File: src/rtl/motion_compensator_if.sv
// rtl/motion_compensator_if.sv - request, search-memory, residual and output signals of the motion compensator
interface motion_compensator_if;
  logic       start;
  logic       pred_only;
  logic [3:0] motionX;
  logic [3:0] motionY;
  logic       busy;
  logic       done;
  logic [9:0] AddressS;
  logic       s_rd;
  logic [7:0] S;
  logic       res_valid;
  logic [8:0] res_data;
  logic       res_ready;
  logic       out_valid;
  logic       out_ready;
  logic [7:0] out_pixel;
  logic [7:0] out_index;
  logic       out_last;

  modport slave (
    input  start, pred_only, motionX, motionY, S, res_valid, res_data, out_ready,
    output busy, done, AddressS, s_rd, res_ready, out_valid, out_pixel, out_index, out_last
  );

  modport master (
    output start, pred_only, motionX, motionY, S, res_valid, res_data, out_ready,
    input  busy, done, AddressS, s_rd, res_ready, out_valid, out_pixel, out_index, out_last
  );
endinterface

File: src/rtl/motion_compensator.sv
// rtl/motion_compensator.sv - fetch predicted 16x16 block, add residual, saturate, stream out
module motion_compensator #(
  parameter int MEM_LAT    = 1,
  parameter int FIFO_DEPTH = 4
) (
  input logic                 clock,
  input logic                 reset_n,
  motion_compensator_if.slave mc
);
  localparam int PW = (FIFO_DEPTH > 1) ? $clog2(FIFO_DEPTH) : 1;
  localparam int CW = PW + 1;
  localparam logic [CW-1:0] DEPTH_C = CW'(FIFO_DEPTH);

  typedef enum logic [1:0] {IDLE, RUN, DRAIN, DONE} state_t;

  state_t             state;
  logic [3:0]         off_x;
  logic [3:0]         off_y;
  logic               pred_only_q;
  logic [8:0]         issued;
  logic [8:0]         issued_next;
  logic [CW-1:0]      occ;
  logic [CW-1:0]      occ_next;
  logic [CW-1:0]      fifo_count;
  logic [PW-1:0]      wr_ptr;
  logic [PW-1:0]      rd_ptr;
  logic [7:0]         fifo_mem [FIFO_DEPTH];
  logic [MEM_LAT-1:0] pipe;
  logic [7:0]         pop_cnt;
  logic               arrive;
  logic               fifo_has;
  logic               pop;
  logic               push;
  logic               fifo_pop;
  logic [7:0]         head;
  logic [7:0]         recon;
  logic [8:0]         res_eff;
  logic [9:0]         sum;

  // Row and column never exceed 30, so a 5-bit row shifted by 5 plus a 5-bit column fits 10 bits.
  function automatic logic [9:0] addr_of(input logic [3:0] ox, input logic [3:0] oy,
                                         input logic [7:0] idx);
    logic [4:0] row;
    logic [4:0] col;
    row = {1'b0, oy} + {1'b0, idx[7:4]};
    col = {1'b0, ox} + {1'b0, idx[3:0]};
    return {row, 5'b00000} + {5'b00000, col};
  endfunction

  // Pop pairing, fall-through head selection, saturation and occupancy bookkeeping.
  always_comb begin
    arrive      = pipe[MEM_LAT-1];
    fifo_has    = (fifo_count != '0);
    head        = fifo_has ? fifo_mem[rd_ptr] : mc.S;
    pop         = ((state == RUN) || (state == DRAIN)) && (fifo_has || arrive) &&
                  (pred_only_q || mc.res_valid) && (!mc.out_valid || mc.out_ready);
    fifo_pop    = pop && fifo_has;
    push        = arrive && !(pop && !fifo_has);
    res_eff     = pred_only_q ? 9'd0 : mc.res_data;
    sum         = {2'b00, head} + {res_eff[8], res_eff};
    recon       = sum[9] ? 8'd0 : (sum[8] ? 8'hFF : sum[7:0]);
    issued_next = issued + {8'd0, mc.s_rd};
    occ_next    = occ + {{(CW-1){1'b0}}, mc.s_rd} - {{(CW-1){1'b0}}, pop};
  end

  assign mc.res_ready = pop && !pred_only_q;

  // Block sequencer: vector latch, read issue with occupancy credit, done pulse.
  always_ff @(posedge clock or negedge reset_n) begin
    if (!reset_n) begin
      state       <= IDLE;
      off_x       <= 4'd0;
      off_y       <= 4'd0;
      pred_only_q <= 1'b0;
      issued      <= 9'd0;
      occ         <= '0;
      mc.busy     <= 1'b0;
      mc.done     <= 1'b0;
      mc.s_rd     <= 1'b0;
      mc.AddressS <= 10'd0;
    end else begin
      mc.done <= 1'b0;
      case (state)
        IDLE: begin
          if (mc.start) begin
            off_x       <= mc.motionX + 4'd8;
            off_y       <= mc.motionY + 4'd9;
            pred_only_q <= mc.pred_only;
            issued      <= 9'd0;
            occ         <= '0;
            mc.busy     <= 1'b1;
            mc.s_rd     <= 1'b1;
            mc.AddressS <= addr_of(mc.motionX + 4'd8, mc.motionY + 4'd9, 8'd0);
            state       <= RUN;
          end
        end
        RUN: begin
          issued <= issued_next;
          occ    <= occ_next;
          if (issued_next == 9'd256) begin
            mc.s_rd <= 1'b0;
            state   <= DRAIN;
          end else if (occ_next < DEPTH_C) begin
            mc.s_rd     <= 1'b1;
            mc.AddressS <= addr_of(off_x, off_y, issued_next[7:0]);
          end else begin
            mc.s_rd <= 1'b0;
          end
        end
        DRAIN: begin
          occ <= occ_next;
          if (mc.out_valid && mc.out_ready && mc.out_last) begin
            mc.busy <= 1'b0;
            mc.done <= 1'b1;
            state   <= DONE;
          end
        end
        default: begin
          state <= IDLE;
        end
      endcase
    end
  end

  // Read-return tracker: a bit per in-flight read, emerging when S is valid.
  always_ff @(posedge clock or negedge reset_n) begin
    if (!reset_n) begin
      pipe <= '0;
    end else begin
      pipe[0] <= mc.s_rd;
      for (int i = 1; i < MEM_LAT; i++) pipe[i] <= pipe[i-1];
    end
  end

  // Prediction FIFO pointers and fill level.
  always_ff @(posedge clock or negedge reset_n) begin
    if (!reset_n) begin
      wr_ptr     <= '0;
      rd_ptr     <= '0;
      fifo_count <= '0;
    end else begin
      if (push) wr_ptr <= wr_ptr + 1'b1;
      if (fifo_pop) rd_ptr <= rd_ptr + 1'b1;
      fifo_count <= fifo_count + {{(CW-1){1'b0}}, push} - {{(CW-1){1'b0}}, fifo_pop};
    end
  end

  // Prediction FIFO storage.
  always_ff @(posedge clock) begin
    if (push) fifo_mem[wr_ptr] <= mc.S;
  end

  // Output register: loads on pop, holds under backpressure, clears once accepted.
  always_ff @(posedge clock or negedge reset_n) begin
    if (!reset_n) begin
      pop_cnt      <= 8'd0;
      mc.out_valid <= 1'b0;
      mc.out_pixel <= 8'd0;
      mc.out_index <= 8'd0;
      mc.out_last  <= 1'b0;
    end else if ((state == IDLE) && mc.start) begin
      pop_cnt <= 8'd0;
    end else if (pop) begin
      mc.out_pixel <= recon;
      mc.out_index <= pop_cnt;
      mc.out_last  <= (pop_cnt == 8'd255);
      mc.out_valid <= 1'b1;
      pop_cnt      <= pop_cnt + 8'd1;
    end else if (mc.out_ready) begin
      mc.out_valid <= 1'b0;
    end
  end
endmodule

File: src/flat_wrapper.sv
// flat-port wrapper written by rule: the top's interface ports become plain ports
module motion_compensator_flat 
#(
  parameter int MEM_LAT    = 1,
  parameter int FIFO_DEPTH = 4
)
  (clock, reset_n, mc_start, mc_pred_only, mc_motionX, mc_motionY, mc_S, mc_res_valid, mc_res_data, mc_out_ready, mc_busy, mc_done, mc_AddressS, mc_s_rd, mc_res_ready, mc_out_valid, mc_out_pixel, mc_out_index, mc_out_last);
  motion_compensator_if mc_i ();
  input logic clock;
  input logic reset_n;
  input wire logic [$bits(mc_i.start)-1:0] mc_start;
  input wire logic [$bits(mc_i.pred_only)-1:0] mc_pred_only;
  input wire logic [$bits(mc_i.motionX)-1:0] mc_motionX;
  input wire logic [$bits(mc_i.motionY)-1:0] mc_motionY;
  input wire logic [$bits(mc_i.S)-1:0] mc_S;
  input wire logic [$bits(mc_i.res_valid)-1:0] mc_res_valid;
  input wire logic [$bits(mc_i.res_data)-1:0] mc_res_data;
  input wire logic [$bits(mc_i.out_ready)-1:0] mc_out_ready;
  output wire logic [$bits(mc_i.busy)-1:0] mc_busy;
  output wire logic [$bits(mc_i.done)-1:0] mc_done;
  output wire logic [$bits(mc_i.AddressS)-1:0] mc_AddressS;
  output wire logic [$bits(mc_i.s_rd)-1:0] mc_s_rd;
  output wire logic [$bits(mc_i.res_ready)-1:0] mc_res_ready;
  output wire logic [$bits(mc_i.out_valid)-1:0] mc_out_valid;
  output wire logic [$bits(mc_i.out_pixel)-1:0] mc_out_pixel;
  output wire logic [$bits(mc_i.out_index)-1:0] mc_out_index;
  output wire logic [$bits(mc_i.out_last)-1:0] mc_out_last;
  assign mc_i.start = mc_start;
  assign mc_i.pred_only = mc_pred_only;
  assign mc_i.motionX = mc_motionX;
  assign mc_i.motionY = mc_motionY;
  assign mc_i.S = mc_S;
  assign mc_i.res_valid = mc_res_valid;
  assign mc_i.res_data = mc_res_data;
  assign mc_i.out_ready = mc_out_ready;
  assign mc_busy = mc_i.busy;
  assign mc_done = mc_i.done;
  assign mc_AddressS = mc_i.AddressS;
  assign mc_s_rd = mc_i.s_rd;
  assign mc_res_ready = mc_i.res_ready;
  assign mc_out_valid = mc_i.out_valid;
  assign mc_out_pixel = mc_i.out_pixel;
  assign mc_out_index = mc_i.out_index;
  assign mc_out_last = mc_i.out_last;
  motion_compensator #(.MEM_LAT(MEM_LAT), .FIFO_DEPTH(FIFO_DEPTH)) u_core (.clock(clock), .reset_n(reset_n), .mc(mc_i));
endmodule
File: config.mk
export PLATFORM = sky130hd
export DESIGN_NAME = motion_compensator_flat
export DESIGN_NICKNAME = d
export VERILOG_FILES = /design/src/rtl/motion_compensator_if.sv /design/src/rtl/motion_compensator.sv /design/src/flat_wrapper.sv
export SDC_FILE = /design/constraint.sdc
export NUM_CORES = 1
export LEC_CHECK = 0
export BUFFER_PORTS_ARGS = -buffer_cell sky130_fd_sc_hd__buf_4
export CORE_UTILIZATION = 31
export DETAILED_ROUTE_END_ITERATION = 10
export SLEW_MARGIN = 20
export SYNTH_ARGS = -nofsm -noshare
export SYNTH_HDL_FRONTEND = slang
export SYNTH_SLANG_ARGS = --single-unit
File: constraint.sdc
create_clock -name clock -period 5.4 [get_ports clock]
set_input_delay 0.54 -clock clock [delete_from_list [all_inputs] [get_ports clock]]
set_output_delay 0.54 -clock clock [all_outputs]
set_load 0.02 [all_outputs]
[Word level (Yosys, flattened, before mapping)]
Memory sizes are Yosys's and may differ from the RTL's.
Cells that the tools add are included.
Cells by class
  $add $sub $neg: 15
  magnitude comparators: 1
  eq/ne operators: 9
  mux-type cells: 30
  bitwise operators: 1
  reductions and logical operators: 34
Operators with widths (count)
  $mux W8: 5
  $mux W10: 3
  $pmux W10 S2: 1
  $mux W9: 2
  $pmux W9 S2: 1
  $add A10 B5 Y10: 1
  $add A4 B4 Y5: 2
  $add A9 B4 Y10: 1
  $add A9 B9 Y10: 1
  $logic_and A1 B1 Y1: 10
  $mux W1: 10
  $ne A2 B2 Y1 const B: 5
  $reduce_and A2 Y1: 5
  $reduce_bool A2 Y1: 5
  $add A9 B1 Y9: 1
  $eq A9 B9 Y1 const B: 1
  $add A4 B4 Y4 const B: 2
  $add A8 B1 Y8 const B: 1
  $eq A8 B8 Y1 const B: 1
  $add A3 B1 Y3: 2
  $mux W2: 3
  $pmux W2 S3: 1
  $pmux W3 S2: 1
  $reduce_and A3 Y1: 2
  other kinds (14): 23
Word-level totals
  bits in registers: 70
  RAM bits: 32
  input port bits: 31
  output and inout bits: 32
  word-level logic and storage cells: 110
  memories kept: 1
Memory list
  u_core.fifo_mem: words 4, width 8, rd ports 1, clocked after memory_dff 0, write ports 1, RTL line motion_compensator.sv:27  | logic [7:0] fifo_mem [FIFO_DEPTH];

[Logic depth before layout (Yosys ltp)]
  depth after elaboration: 10
  mapped depth: 14
  depth with buffers taken out: 14

[Worst setup path before layout]
No wires, ideal clock.
  path type: register to register
  start point: reg u_core.state[1]
  end point: reg u_core.mc.AddressS[0]
  library setup time: 0.127 ns
  arrival: 3.632 ns
  required time: 5.273 ns
  path slack: 1.640 ns
  stages on the path, launching flop included: 15
  buffers on the path: 0
  clock period less this slack: 3.760 ns
  cell sequence: dfrtp_1 -> inv_1 -> ha_1 -> o21ai_1 -> nor3_1 -> xor2_1 -> ha_1 -> inv_1 -> fa_1 -> xnor2_1 -> xor2_1 -> and2_1 -> o41ai_4 -> o32ai_1 -> nor2_1
On the way
  word-level cells in the longest chain between the ends: 9
  elaborated cells between the ends (all ways): 15
  classes of those cells: add/sub (1); order compare (1); eq/ne (5); mux (1); reduce/logical (7)
RTL lines
  start, declared: RTL line motion_compensator.sv:16  | state_t state;
  start signal, assigned: RTL line motion_compensator.sv:71  | state <= IDLE;
  start signal, assigned: RTL line motion_compensator.sv:94  | state <= RUN;
  start signal, assigned: RTL line motion_compensator.sv:102  | state <= DRAIN;
  $eq A2 B1 Y1 or $eq A2 B2 Y1 (tied branches): RTL line motion_compensator.sv:55, motion_compensator.sv:83
  $logic_or A1 B1 Y1: RTL line motion_compensator.sv:55  | pop = ((state == RUN) || (state == DRAIN)) && (fifo_has || arrive) &&
  $logic_and A1 B1 Y1 (2 in series): RTL line motion_compensator.sv:55
  $logic_and A1 B1 Y1: RTL line motion_compensator.sv:56  | (pred_only_q || mc.res_valid) && (!mc.out_valid || mc.out_ready);
  $sub A3 B1 Y3: RTL line motion_compensator.sv:63  | occ_next = occ + {{(CW-1){1'b0}}, mc.s_rd} - {{(CW-1){1'b0}}, pop};
  $lt A3 B3 Y1: RTL line motion_compensator.sv:103  | end else if (occ_next < DEPTH_C) begin
  $ne A2 B2 Y1 (no line)
  $reduce_and A4 Y1 (no line)
  end signal, assigned: RTL line motion_compensator.sv:93  | mc.AddressS <= addr_of(mc.motionX + 4'd8, mc.motionY + 4'd9, 8'd0);
  end signal, assigned: RTL line motion_compensator.sv:105  | mc.AddressS <= addr_of(off_x, off_y, issued_next[7:0]);
  end, declared: RTL line motion_compensator_if.sv:23  | output busy, done, AddressS, s_rd, res_ready, out_valid, out_pixel, out_index, out_last
Parallel ways exist; a longest one is shown, timed or not.
A chain may end at the register's enable or synchronous reset.

[Worst setup path after layout]
  start point: reg u_core.state[1]
  end point: reg u_core.mc.AddressS[6]
Same word-level chain as after synthesis.

==> results.md <==
- Fin util: between 30% and 40%
- H-tree Lvls: 3
- Crit path max fanout: 10
- Number of port buffers: a little over 60
- First-pass iteration count of the detailed router: 4
- Ys Warns: 0
- Synthesized area: ~5500 sq um
- Clock-pin transition on the worst setup and hold timing paths: 0.08 ns
- Clock Skew: 0.00731 ns
- CP peak stage delay: 0.40 ns
- FFs w/ async S/R, synth: between 60% and 70%
- Leakage: around 2.9 nW
- Initial core utilization: 31.7%
- Area leader, netlist: dfrtp_1
- Synth top area cells: dfrtp_1, edfxtp_1, ha_1
- CP max-delay cell: dfrtp_1
- Avg Inst Size Synth: approximately 11 sq um
- Synth top area share: between 30% and 40%
- Max Slew Vio Count: 0
- Layout area overhead: 18.2%
- Syn nets: 560
- Wirelength per Cell: about 16 um
- Sum Neg Setup Slack: 0 ns
- Critical Path Source Type: register
- RSZ-0062 raised after global routing: no
- CTS tree: done
- Total Routed Length: 12,200 um
- Layout cell share with drive strength beyond 1: 20.1%
- Starting DRC count in detailed routing: 205
- Total power: ~3.7 mW
- Post-layout min period: about 3.8 ns
- Gr usage total: 14.5%
- Leading cell types by count after synthesis: nand2_1, dfrtp_1, nor2_1
- # DRC: 0
- PwrDens: around 570 nW/um^2
- Critical path, cell by cell: inv_1 -> ha_1 -> o21ai_1 -> nor3_1 -> buf_4 -> xor2_1 -> ha_1 -> inv_1 -> fa_1 -> xnor2_1 -> xor2_1 -> and2_1 -> o41ai_4 -> o32ai_1 -> nor2_1
- Post-synth EDFFs: 32
- Vias in the first global route: 3,926
- Tcrit/Tclk final: 69.9%
- Cts bufs inserted: 9
- Sequential element share of the synthesized area: about half
- Resized Gates After CTS: 0
- Finished Cell Area: 6480 sq um
- Worst vdd ir: 0.000187 V
- CP endpoint kind: register
- DRT antenna net count: 0
- R2R depth: 15
- Antenna diode count: 0
- Max-Cap Viols: 0
- Run status: complete, no violations
- Die Ht: between 100 and 150 um
- Seq cells post-synth: a little over 100
- Root Driver: clkbuf_16
- Gp weighted congestion: 0.808
- Vias: roughly 3,800
- DR vias/cell: 4.92
- Hpwl dp: roughly 8900 um
- Max clock buf depth: 2
- First-pass GRT wire length: roughly 20,000 um
- CTS Hold Buffers Added: 0
- Synth cell types: between 50 and 60
- Setup Fix Bufs, Post-CTS: 0
- Nets@finish: 619
- Clk sinks: between 100 and 150
- Final setup fails: 0
- Ports: 63
- Ys flop type: dfrtp_1
- Worst-margin pin slew: approximately 0.9 ns
- Overflow after GRT: 0
- Endpoints failing hold: 0
- Die Area: ~18,000 sq um
- Core area: 17,300 sq um
- CP arrival: around 4 ns
- # rows: 48
- Clock Latency Late Sink: ~0.35 ns
- Worst hold path type: in -> async
- Die width: between 100 and 150 um
- DP Area: roughly 6200 sq um
- Largest net degree at the start of global routing: around 70
- Most frequent cell after synthesis: nand2_1
- Setup CP Type: reg -> reg
- Achievable frequency: roughly 270 MHz
- Rel. slew slack: 38.8%
- Critical Path RT: between 5 and 6 ns
- Gate Count Post-Synth: just under 500
- Initial antenna violation count: 0
-- cells by family after synthesis --
family	synth area share, %
muxes	7.12
xor gates and xnor gates	5.59
DFF	49.4
AOI/OAI and AO/OA	11.9
adders and majority gates	8.89
buffers and inverters	2.51
and+or+nand+nor	14.5
-- area by class of cell --
cell class / count / area (sq um)
Fill cell: 1701 / 10800
Sequential cell: 102 / 2710
Multi-Input combinational cell: 358 / 2640
Timing Repair Buffer: 66 / 495
Tap cell: 225 / 282
Clock buffer: 9 / 225
Clock inverter: 7 / 70.1
Inverter: 15 / 56.3
-- worst max-delay path: cells and delay by family, from the launching register on --
kind                       cells  cell delay [ns]
DFF                            1             0.40
AOI/OAI and AO/OA              3             0.67
and+or+nand+nor                3             0.58
buffers and inverters          3             0.34
adders and majority gates      3             0.91
xor gates and xnor gates       3             0.75
-- cells in the final DEF, fill, tap and decap left out, drive strengths merged, types with 4 or more instances in the layout --
cell type / synthesis / routed
nor3: 9 / 9
nand2: 71 / 71
xor2: 18 / 18
mux4: 8 / 8
o21bai: 4 / 4
nand2b: 5 / 5
dfrtp: 70 / 70
mux2: 13 / 13
and2: 9 / 9
ha: 31 / 31
a21oi: 17 / 17
xnor2: 17 / 17
mux2i: 6 / 6
inv: 15 / 20
clkbuf: 12 / 9
nand3: 10 / 10
fa: 5 / 5
a22o: 7 / 7
nor2: 34 / 34
nor2b: 10 / 10
buf: 6 / 66
nor4: 6 / 6
nand4: 5 / 5
a21o: 7 / 7
edfxtp: 32 / 32
o21ai: 25 / 25
o21a: 4 / 4
-- power breakdown --
part / total (mW) / leakage, nW / switching, mW / internal, mW
registers: 1.27 / 1.17 / 0.214 / 1.05
clock network: 0.656 / 0.144 / 0.327 / 0.329
logic: 1.80 / 1.58 / 0.946 / 0.852
-- stage by stage --
| stage | setup slack (ns) | instances | hold WS [ns] |
|---|---|---|---|
| 2_1_floorplan | 1.64 | 493 | 0.244 |
| 3_3_place_gp | 1.79 | 766 | 0.466 |
| 3_5_place_dp | 1.64 | 766 | 0.468 |
| 4_1_cts | 1.60 | 782 | 0.361 |
| 5_1_grt | 1.23 | 782 | 0.391 |
| 6_report | 1.63 | 782 | 0.311 |
-- worst paths after layout --
path                                        start                     end  slack [ns]
hold reg to reg            u_core.mc.out_index[2]  u_core.mc.out_index[2]        0.48
min in group clock                   mc_pred_only      u_core.pred_only_q        0.39
hold / removal                            reset_n         u_core.off_x[3]        0.31
setup / recovery                  u_core.state[1]   u_core.mc.AddressS[6]        1.63
max in group asynchronous                 reset_n        u_core.issued[4]        4.49
setup reg to reg                  u_core.state[1]   u_core.mc.AddressS[6]        1.63
-- routing by layer --
metal	global-route usage (%)	share of wire, %	vias to the layer above
met4	5.31	1.4	0
met5	0	0	-
met3	2.67	3.5	11
met2	23.1	48	58
met1	19.8	47	1893
li1	-	-	1883
-- registers in the layout, summed over array words and instances (netlist names) --
name and count:
u_core.off_x 4, u_core.fifo_mem 32, u_core.mc.s_rd 1, u_core.mc.out_valid 1, u_core.pred_only_q 1, u_core.off_y 4, u_core.mc.out_last 1, u_core.pop_cnt 8
u_core.state 2, u_core.mc.out_pixel 8, u_core.occ 3, u_core.mc.out_index 8, u_core.issued 9, u_core.arrive 1, u_core.wr_ptr 2, u_core.mc.AddressS 10
u_core.fifo_count 3, u_core.mc.done 1, u_core.rd_ptr 2, u_core.mc.busy 1
Power figures use the tool's default switching activity.
